--- config.mk ---
export PLATFORM = sky130hd
export DESIGN_NAME = hamming_secded_codec
export DESIGN_NICKNAME = d
export VERILOG_FILES = /design/src/rtl/ecc_pkg.sv /design/src/rtl/hamming_check_bit.sv /design/src/rtl/hamming_secded_codec.sv
export SDC_FILE = /design/constraint.sdc
export NUM_CORES = 1
export LEC_CHECK = 0
export BUFFER_PORTS_ARGS = -buffer_cell sky130_fd_sc_hd__buf_2
export CORE_ASPECT_RATIO = 0.9
export CORE_MARGIN = 1
export CORE_UTILIZATION = 30
export DETAILED_ROUTE_END_ITERATION = 12
export GPL_ROUTABILITY_DRIVEN = 0
export SYNTH_ARGS = -nofsm -noshare
export SYNTH_HDL_FRONTEND = slang
export SYNTH_HIERARCHICAL = 1
export SYNTH_SLANG_ARGS = --single-unit
--- constraint.sdc ---
create_clock -name clk -period 3 [get_ports clk]
set_clock_uncertainty 0.05 [all_clocks]
set_input_delay 0.15 -clock clk [delete_from_list [all_inputs] [get_ports clk]]
set_output_delay 0.15 -clock clk [all_outputs]
set_load 0.02 [all_outputs]
--- src/rtl/ecc_pkg.sv ---
// rtl/ecc_pkg.sv - shared types and position helpers for the SECDED codec
package ecc_pkg;

    typedef enum logic {ENC = 1'b0, DEC = 1'b1} mode_e;

    typedef enum logic [1:0] {IDLE, CALC, FIX, DONE} state_e;

    function automatic bit is_pow2(input int v);
        return (v > 0) && ((v & (v - 1)) == 0);
    endfunction

    // Each power of two at or below the running position pushes data bit i one slot up.
    function automatic int data_pos(input int i);
        int pos;
        pos = i + 1;
        for (int k = 0; k < 30; k++) begin
            if ((1 << k) <= pos) pos++;
        end
        return pos;
    endfunction

endpackage

--- src/rtl/hamming_check_bit.sv ---
// rtl/hamming_check_bit.sv - single shared parity tree; k==P selects overall parity
module hamming_check_bit #(
    parameter int CW_W = 16,
    parameter int P    = 4,
    parameter int KW   = 3
) (
    input  logic [CW_W-1:0] code,
    input  logic [KW-1:0]   k,
    input  logic            enc,
    output logic            parity
);

    always_comb begin
        parity = 1'b0;
        for (int j = 1; j < CW_W; j++) begin
            if (int'(k) == P) begin
                parity = parity ^ code[j];
            end else if (((j >> k) & 1) == 1 && !(enc && j == (1 << k))) begin
                parity = parity ^ code[j];
            end
        end
        if (int'(k) == P && !enc) parity = parity ^ code[0];
    end

endmodule

--- src/rtl/hamming_secded_codec.sv ---
// rtl/hamming_secded_codec.sv - sequential SECDED encoder/decoder, one check bit per cycle
module hamming_secded_codec
    import ecc_pkg::*;
#(
    parameter int DATA_W = 11,
    parameter int P      = 4,
    localparam int CW_W  = DATA_W + P + 1
) (
    input  logic              clk,
    input  logic              rst_n,
    input  logic              mode_i,
    input  logic              in_valid,
    output logic              in_ready,
    input  logic [CW_W-1:0]   in_word,
    output logic              out_valid,
    input  logic              out_ready,
    output logic [DATA_W-1:0] out_data,
    output logic [CW_W-1:0]   out_code,
    output logic              err_single,
    output logic              err_double,
    output logic [P-1:0]      err_pos
);

    localparam int N  = DATA_W + P;
    localparam int KW = $clog2(P + 1);

    if ((2 ** P) < CW_W) begin : g_bad_params
        $error("hamming_secded_codec: P too small for DATA_W");
    end

    state_e            state, state_nxt;
    mode_e             mode_q;
    logic [CW_W-1:0]   word_q;
    logic [KW-1:0]     k_q;
    logic [P-1:0]      syn_q;
    logic              ovr_q;
    logic              chk_bit;
    logic [CW_W-1:0]   enc_word;
    logic [CW_W-1:0]   fix_word;
    logic [DATA_W-1:0] fix_data;
    logic              fix_single;
    logic              fix_double;
    logic [P-1:0]      fix_pos;

    // Scatter data into non-power-of-two slots; check and overall slots start at zero.
    for (genvar i = 0; i < DATA_W; i++) begin : g_map
        localparam int POS = data_pos(i);
        assign enc_word[POS] = in_word[i];
        assign fix_data[i]   = fix_word[POS];
    end
    for (genvar c = 0; c < P; c++) begin : g_chk_slot
        assign enc_word[1 << c] = 1'b0;
    end
    assign enc_word[0] = 1'b0;

    hamming_check_bit #(.CW_W(CW_W), .P(P), .KW(KW)) u_check (
        .code   (word_q),
        .k      (k_q),
        .enc    (mode_q == ENC),
        .parity (chk_bit)
    );

    assign in_ready  = rst_n && (state == IDLE);
    assign out_valid = (state == DONE);

    always_comb begin
        state_nxt = state;
        case (state)
            IDLE:    if (in_valid) state_nxt = CALC;
            CALC:    if (int'(k_q) == P) state_nxt = FIX;
            FIX:     state_nxt = DONE;
            DONE:    if (out_ready) state_nxt = IDLE;
            default: state_nxt = IDLE;
        endcase
    end

    always_comb begin
        fix_word   = word_q;
        fix_single = 1'b0;
        fix_double = 1'b0;
        fix_pos    = '0;
        if (mode_q == ENC) begin
            fix_word[0] = ovr_q;
        end else if (ovr_q && int'(syn_q) <= N) begin
            fix_word   = word_q ^ (CW_W'(1) << syn_q);
            fix_single = 1'b1;
            fix_pos    = syn_q;
        end else if (ovr_q || syn_q != '0) begin
            fix_double = 1'b1;
        end
    end

    always_ff @(posedge clk or negedge rst_n) begin
        if (!rst_n) state <= IDLE;
        else        state <= state_nxt;
    end

    always_ff @(posedge clk or negedge rst_n) begin
        if (!rst_n) begin
            mode_q     <= ENC;
            word_q     <= '0;
            k_q        <= '0;
            syn_q      <= '0;
            ovr_q      <= 1'b0;
            out_data   <= '0;
            out_code   <= '0;
            err_single <= 1'b0;
            err_double <= 1'b0;
            err_pos    <= '0;
        end else begin
            case (state)
                IDLE: if (in_valid) begin
                    mode_q <= mode_e'(mode_i);
                    word_q <= mode_i ? in_word : enc_word;
                    k_q    <= '0;
                    syn_q  <= '0;
                end
                CALC: begin
                    if (int'(k_q) == P) ovr_q <= chk_bit;
                    for (int c = 0; c < P; c++) begin
                        if (int'(k_q) == c) begin
                            if (mode_q == ENC) word_q[1 << c] <= chk_bit;
                            else               syn_q[c]       <= chk_bit;
                        end
                    end
                    k_q <= k_q + KW'(1);
                end
                FIX: begin
                    out_data   <= fix_data;
                    out_code   <= fix_word;
                    err_single <= fix_single;
                    err_double <= fix_double;
                    err_pos    <= fix_pos;
                end
                default: ;
            endcase
        end
    end

endmodule

==> summary.md, run 1 <==
| Metric | Value |
|---|---|
| Status | completed |
| Sequential element share of the synthesized area | 0.355 |
| Clock buffer depth | 2 |
| Crit Path Category | reg2reg |
| Synthesis-stage register bit count | 49 |
| F_max | 334 MHz |
| Initial Util | 0.313 |
| CP Capture Type | flop |
| H-tree lvl count | 2 |
| Required time worst endpoint | 3.12 ns |
| Met2 usage | 0.244 |
| Initial drt markers | 185 |
| Final Max Slew Viols | 0 |
| Final cycle utilization of the critical path | 0.998 |
| Vias in the first global route | 2881 |
| Critical Path Source | k_q[1] |
| MaxCap Viol Count | 0 |
| Detail Route Antenna Nets | 0 |
| Most common cell after layout, fill and taps aside | buf_2 |
| CTS tree | yes |
| Area Overhead vs Synth | 23.7% |
| Fraction of the mapped netlist area in adder cells | 0.0616 |
| Worst-path cell chain | buf_6, ha_4, and2b_2, nand3_1, and3_1, nor3_1, xnor2_1, xnor2_1, xnor3_2, o21a_1, nor2_4, a21oi_1 |
| CTS root buffer | clkbuf_16 |
| Nets | between 400 and 500 |
| Switch share | 0.473 |
| CP Depth | 12 |
| Crit Path Max Fanout | 9 |
| CP dominant cell by count | xnor2_1 |
| Main synth FF type | dfrtp_1 |
| Tightest Hold Check Type | in2reg |
| Core area | 0.0110 sq mm |
| Vias | 3088 |
| Sw power | around 2500 uW |
| Synthesized Nets | 433 |
| Worst setup path end | word_q[2] |
| Post-Syn Area | between 0.003 and 0.004 sq mm |
| Main combinational cell family by area after synthesis | simple AND/OR/NAND/NOR gates |
| Worst slew pin tran | 0.780 ns |
| Grt peak-use layer | met2 |
| Post-Layout Cell Count | 606 |
| Crit path largest cell delay | 0.50 ns |
| Critical Path Start Type | flop |
| Ys Warns | 6 |
| Post-synth EDFFs | 0 |
| Hold Vio Cnt, Final | 0 |
| Die width | 115 microns |
| Final setup fails | 0 |
| Min cycle time layout | 2.99 ns |
| Port Buffer Count | 55 |
| Mux contribution to synthesized area | 0.0576 |
| Post-DP HPWL | 6.66 mm |
| Synth Area in XOR/XNOR | 0.0217 |
| I/O Pins | 56 |
| Sequential power share | 0.248 |
| Post-synthesis area per instance | slightly below 9 sq um |
| Grt met3 use | 0.0240 |
| FP Rows | 36 |
| RSZ-0062 raised after global routing | true |
| Bufs and invs on worst path | 1 |
| Post-Place Worst Slack | -0.0212 ns |
| Antenna violations before repair | 0 |
| Compound-cell area share of the yosys netlist | 0.199 |
| Antenna fix cells | 0 |
| FF-to-FF Start | k_q[1] |
| Reg2reg setup slack | 0.007 ns |
| Die H | 104 microns |
| VDD IR max | 603 uV |
| DRC errors left | 0 |
| Clock-pin slew on the worst setup and hold paths | 0.07 ns |
| Post-Syn Instances | 395 |
| Worst-skew pair later-pin latency | 0.29 ns |
| Clock power share | 0.107 |
| Synth unique cells | 62 |
| Post-synthesis simple-gate area fraction | 0.223 |
| WL/cell | approximately 15 microns |
| Pwr dens | approximately 1300 mW/mm^2 |
| Total CTS buffers | 5 |
| Worst EP arrival | 3.11 ns |
| Layout cell share with drive strength beyond 1 | 0.286 |
| GR Util met1 | 0.214 |
| LEAKAGE | 0.00180 uW |
| Detailed Routing Iterations Pass 1 | 4 |
| Total gr overflow | 0 |
| Cell family with most CP delay | simple AND/OR/NAND/NOR gates |
| Most frequent cells in the layout | 55 x buf_2, 46 x dfrtp_1, 30 x nor2_1 |
| Max-slew headroom | 0.480 |
| Critical path's slowest cell | xnor3_2 |
| Vias per std cell | 5.10 |
| Total GRT Usage | 0.156 |
| Largest net degree at the start of global routing | 50 |
| First-pass GRT wire length | 14.8 mm |
| Routed Wire Length | 9.15 mm |
| Asr flop ratio synth | 1.00 |
| Placed cell count | 590 |
| P_int | 2820 uW |
| Worst R2R End | word_q[2] |
| Worst Reg-to-Reg Cells | 12 |
| PnR worst setup slack | 0.00738 ns |
| Clk sinks | 49 |
| Combinational share of power | 0.645 |
| Core Util, Final | 0.387 |
| Total die area | 0.0119 sq mm |
==> power by group through the flow <==
stage / clock network, uW / registers [uW] / logic, uW
4_1_cts: 585 / 1300 / 3040
3_5_place_dp: 0 / 1310 / 3040
6_report: 572 / 1330 / 3460
5_1_grt: 609 / 1370 / 3800
2_1_floorplan: 0 / 1350 / 2210
3_3_place_gp: 0 / 1300 / 2970
==> worst register-to-register path, stage by stage, from the launching register on <==
cell	delay [ns]
dfrtp_2	0.39
buf_6	0.16
ha_4	0.19
and2b_2	0.19
nand3_1	0.14
and3_1	0.22
nor3_1	0.25
xnor2_1	0.17
xnor2_1	0.16
xnor3_2	0.50
o21a_1	0.23
nor2_4	0.14
a21oi_1	0.08
==> routing by layer <==
layer  part of all wire  wire length (microns)  vias to the layer above
met5                  0                      0                        -
met4              0.032                    293                        0
met3              0.050                    459                       16
met2               0.46                   4200                       90
met1               0.46                   4200                     1453
li1                   -                      -                     1529
==> through the flow <==
| stage | hold slack, ns | area, sq um | total power, uW | TNS, ns |
|---|---|---|---|---|
| 2_1_floorplan | -0.196 | 3460 | 3560 | 0 |
| 3_3_place_gp | 0.257 | 3890 | 4280 | 0 |
| 3_5_place_dp | 0.265 | 3890 | 4350 | -0.0212 |
| 4_1_cts | 0.0974 | 4050 | 4930 | 0 |
| 5_1_grt | 0.114 | 4270 | 5790 | -0.363 |
| 6_report | 0.0988 | 4270 | 5360 | 0 |
==> cells by family (layout without fill, tap and decap cells) <==
| kind of cell | Yosys count | count (layout) |
|---|---|---|
| and+or+nand+nor | 140 | 140 |
| AOI/OAI and AO/OA | 107 | 107 |
| buffers and inverters | 56 | 115 |
| DFF | 49 | 49 |
| muxes | 19 | 19 |
| adders and majority gates | 17 | 17 |
| xor gates and xnor gates | 7 | 7 |
==> flip-flops by register name (all words and copies together), names as in the netlist <==
name        cells
err_double      1
err_pos         4
err_single      1
k_q             3
mode_q          1
out_code        5
out_data       11
ovr_q           1
state           2
syn_q           4
word_q         16
==> final cells by class <==
class                      count  area [sq um]
clock buffer                   5           125
multi-input combinational    290          2080
fill                        1096          6760
tap                          152           190
sequential                    49          1230
clock inverter                 3          21.3
timing repair buffer          86           537
inverter                      21          83.8
==> synth_stat cells, types with 12 or more instances <==
cell	instances	area share
a21oi_1	21	0.030
a31oi_1	15	0.027
buf_2	12	0.017
buf_4	14	0.030
dfrtp_1	49	0.35
ha_1	17	0.062
inv_1	21	0.023
mux2i_1	14	0.041
nand2_1	25	0.027
nand2b_1	13	0.024
nand3_1	12	0.017
nor2_1	32	0.035
o21ai_0	26	0.038
or3_1	16	0.029
==> worst min path at each step <==
stage                     startpoint          to  slack (ns)  cells after the start
final                     in_word[0]   word_q[0]         0.1                      3
after detailed placement       rst_n    state[1]        0.27                      2
after floorplan                rst_n  err_double       -0.20                      0
after global routing      in_word[0]   word_q[0]        0.11                      3
after global placement         rst_n    state[1]        0.26                      2
after CTS                 in_word[0]   word_q[0]         0.1                      3
==> repair_timing <==
| action | CTS | global route |
|---|---|---|
| buffers inserted | 0 | 7 |
| cloned | 0 | 0 |
| endpoints found under the hold margin | 49 | 0 |
| hold buffers | 1 | 0 |
| gates resized for setup | 1 | 42 |
| endpoints found under the setup margin | 4 | 9 |
| pin swaps | 0 | 15 |
Power figures use the tool's default switching activity.
==> run 2: changes to the inputs <==
Settings changed: PLACE_DENSITY_LB_ADDON from default to 0.25.
==> run 2 against run 1 <==
Compared with the run above: maximum frequency up 4.3%; global-route usage shrank 0.094 points; critical path depth up 1; setup slack better by 0.12 ns; sequential power barely moved; count of clock-buffer cells in the layout unchanged; via count fell by 1.9%; first-iteration DRC count shrank 7.6%; die area unchanged; critical path type unchanged; largest power group unchanged.
==> summary.md, run 2 (synthesis gave the netlist of run 1 again) <==
| Metric | Value |
|---|---|
| Placed Area | 0.00388 sq mm |
| Vias in the first global route | roughly 2800 |
| Largest registers | word_q: 16 flops, out_data: 11 flops, out_code: 5 flops |
| Worst-skew pair later-pin latency | 0.29 ns |
| I/O Pins | 56 |
| Initial Util | 0.313 |
| Clock buffer depth | 2 |
| Placed cell count | slightly below 600 |
| Min cycle time layout | 2.87 ns |
| Worst EP arrival | 2.98 ns |
| Die H | approximately 100 microns |
| CTS root buffer | clkbuf_16 |
| Area Overhead vs Synth | 24.1% |
| Nets | a little under 500 |
| Power Total | 5650 uW |
| Final Max Slew Viols | 0 |
| Clock-pin slew on the worst setup and hold paths | 0.07 ns |
| Port Buffer Count | 55 |
| Most frequent cells in the layout | 55 x buf_2, 46 x dfrtp_1, 29 x nor2_1 |
| Required time worst endpoint | between 3 and 4 ns |
| Crit Path Max Fanout | 8 |
| Detailed Routing Iterations Pass 1 | 4 |
| Total CTS buffers | 5 |
| Critical Path Start Type | flop |
| First-pass GRT wire length | 14.6 mm |
| Die width | 115 microns |
| Largest register FFs | 16 |
| H-tree lvl count | 2 |
| CTS tree | yes |
| WL/cell | approximately 15 microns |
| Most common cell after layout, fill and taps aside | buf_2 |
| LEAKAGE | 0.00183 uW |
| Max-slew headroom | 0.446 |
| Initial drt markers | 171 |
| Core area | 0.0110 sq mm |
| Final cycle utilization of the critical path | 0.956 |
| VDD IR max | 490 uV |
| Vias | 3029 |
| Fin area | 0.00429 sq mm |
| Total die area | 0.0119 sq mm |
| Clk sinks | 49 |
| MaxCap Viol Count | 0 |
| Top reg by flops | word_q |
| Hold path cells | 3 |
| Worst slew pin tran | 0.831 ns |
| Worst Reg-to-Reg Cells | 13 |
| FP Rows | 36 |
| Antenna violations before repair | 0 |
| Detail Route Antenna Nets | 0 |
| Hold Vio Cnt, Final | 0 |
| Vias per std cell | 5.01 |
| CP Capture Type | flop |
| Layout cell share with drive strength beyond 1 | 0.294 |
| Routed Wire Length | 9.22 mm |
| Pwr dens | 1320 mW/mm^2 |
| Crit Path Category | reg2reg |
| Total GRT Usage | 0.155 |
| Largest net degree at the start of global routing | 30 |
| F_max | 349 MHz |
| Antenna fix cells | 0 |
| Post-Layout Cell Count | 604 |
| Final setup fails | 0 |
| Total gr overflow | 0 |
| Status | completed |
| Tightest Hold Check Type | in2reg |
| Filler Cell Count | 1104 |
| Post-DP HPWL | 6.92 mm |
| DRC errors left | 0 |
run 2: worst paths after layout:
| path | start | to | slack [ns] |
|---|---|---|---|
| min in group asynchronous | rst_n | err_pos[3] | 0.31 |
| max reg2reg | k_q[0] | syn_q[1] | 0.13 |
| min reg2reg | err_single | err_single | 0.48 |
| max in group asynchronous | rst_n | word_q[6] | 1.84 |
| min | in_word[0] | word_q[0] | 0.1 |
| max | k_q[0] | syn_q[1] | 0.13 |
run 2: stage by stage:
stage | TNS (ns) | hold slack, ns | worst slack, ns | util
floorplan | 0 | -0.196 | 0.0345 | -
global placement | -0.0157 | 0.0963 | -0.0157 | 0.352
detailed placement | -0.157 | 0.0994 | -0.0530 | 0.352
CTS | 0 | 0.103 | 0.0239 | 0.374
global route | -0.182 | 0.137 | -0.0450 | 0.388
finish | 0 | 0.0984 | 0.131 | 0.388
run 2: critical path, stage by stage, from the launching register on:
cell	delay [ns]
dfrtp_2	0.42
inv_4	0.07
ha_4	0.17
buf_8	0.13
inv_1	0.08
nand4_1	0.15
a211o_1	0.29
o211ai_1	0.10
xor2_1	0.19
xnor2_1	0.15
xnor3_2	0.49
buf_6	0.14
nand4_1	0.17
o211ai_1	0.14
run 2: final cells by class:
class / instances / area (sq um) / area share
sequential: 49 / 1230 / 0.287
timing repair buffer: 84 / 518 / 0.121
tap: 152 / 190 / 0.0444
inverter: 21 / 81.3 / 0.0190
multi-input combinational: 290 / 2100 / 0.489
clock buffer: 5 / 125 / 0.0292
clock inverter: 3 / 43.8 / 0.0102
run 2: routing by layer:
metal | routed length, microns | vias up | track usage | part of all wire
li1 | - | 1529 | - | -
met1 | 4640 | 1406 | 0.226 | 0.50
met2 | 4000 | 80 | 0.234 | 0.43
met3 | 432 | 14 | 0.0257 | 0.047
met4 | 160 | 0 | 0.0427 | 0.017
met5 | 0 | - | 0 | 0
run 2: report_power, final:
| group | leakage, uW | total, uW | switching (uW) | internal [uW] |
|---|---|---|---|---|
| clock | 0.0000842 | 649 | 254 | 395 |
| sequential | 0.000577 | 1330 | 369 | 958 |
| combinational | 0.00117 | 3670 | 1950 | 1720 |
run 2: timing repair:
| item | CTS | global route |
|---|---|---|
| resized for setup | 16 | 29 |
| hold endpoints to repair | 20 | 0 |
| pin swaps | 7 | 11 |
| setup buffers | 2 | 4 |
| hold buffers | 1 | 0 |
| endpoints found under the setup margin | 7 | 9 |
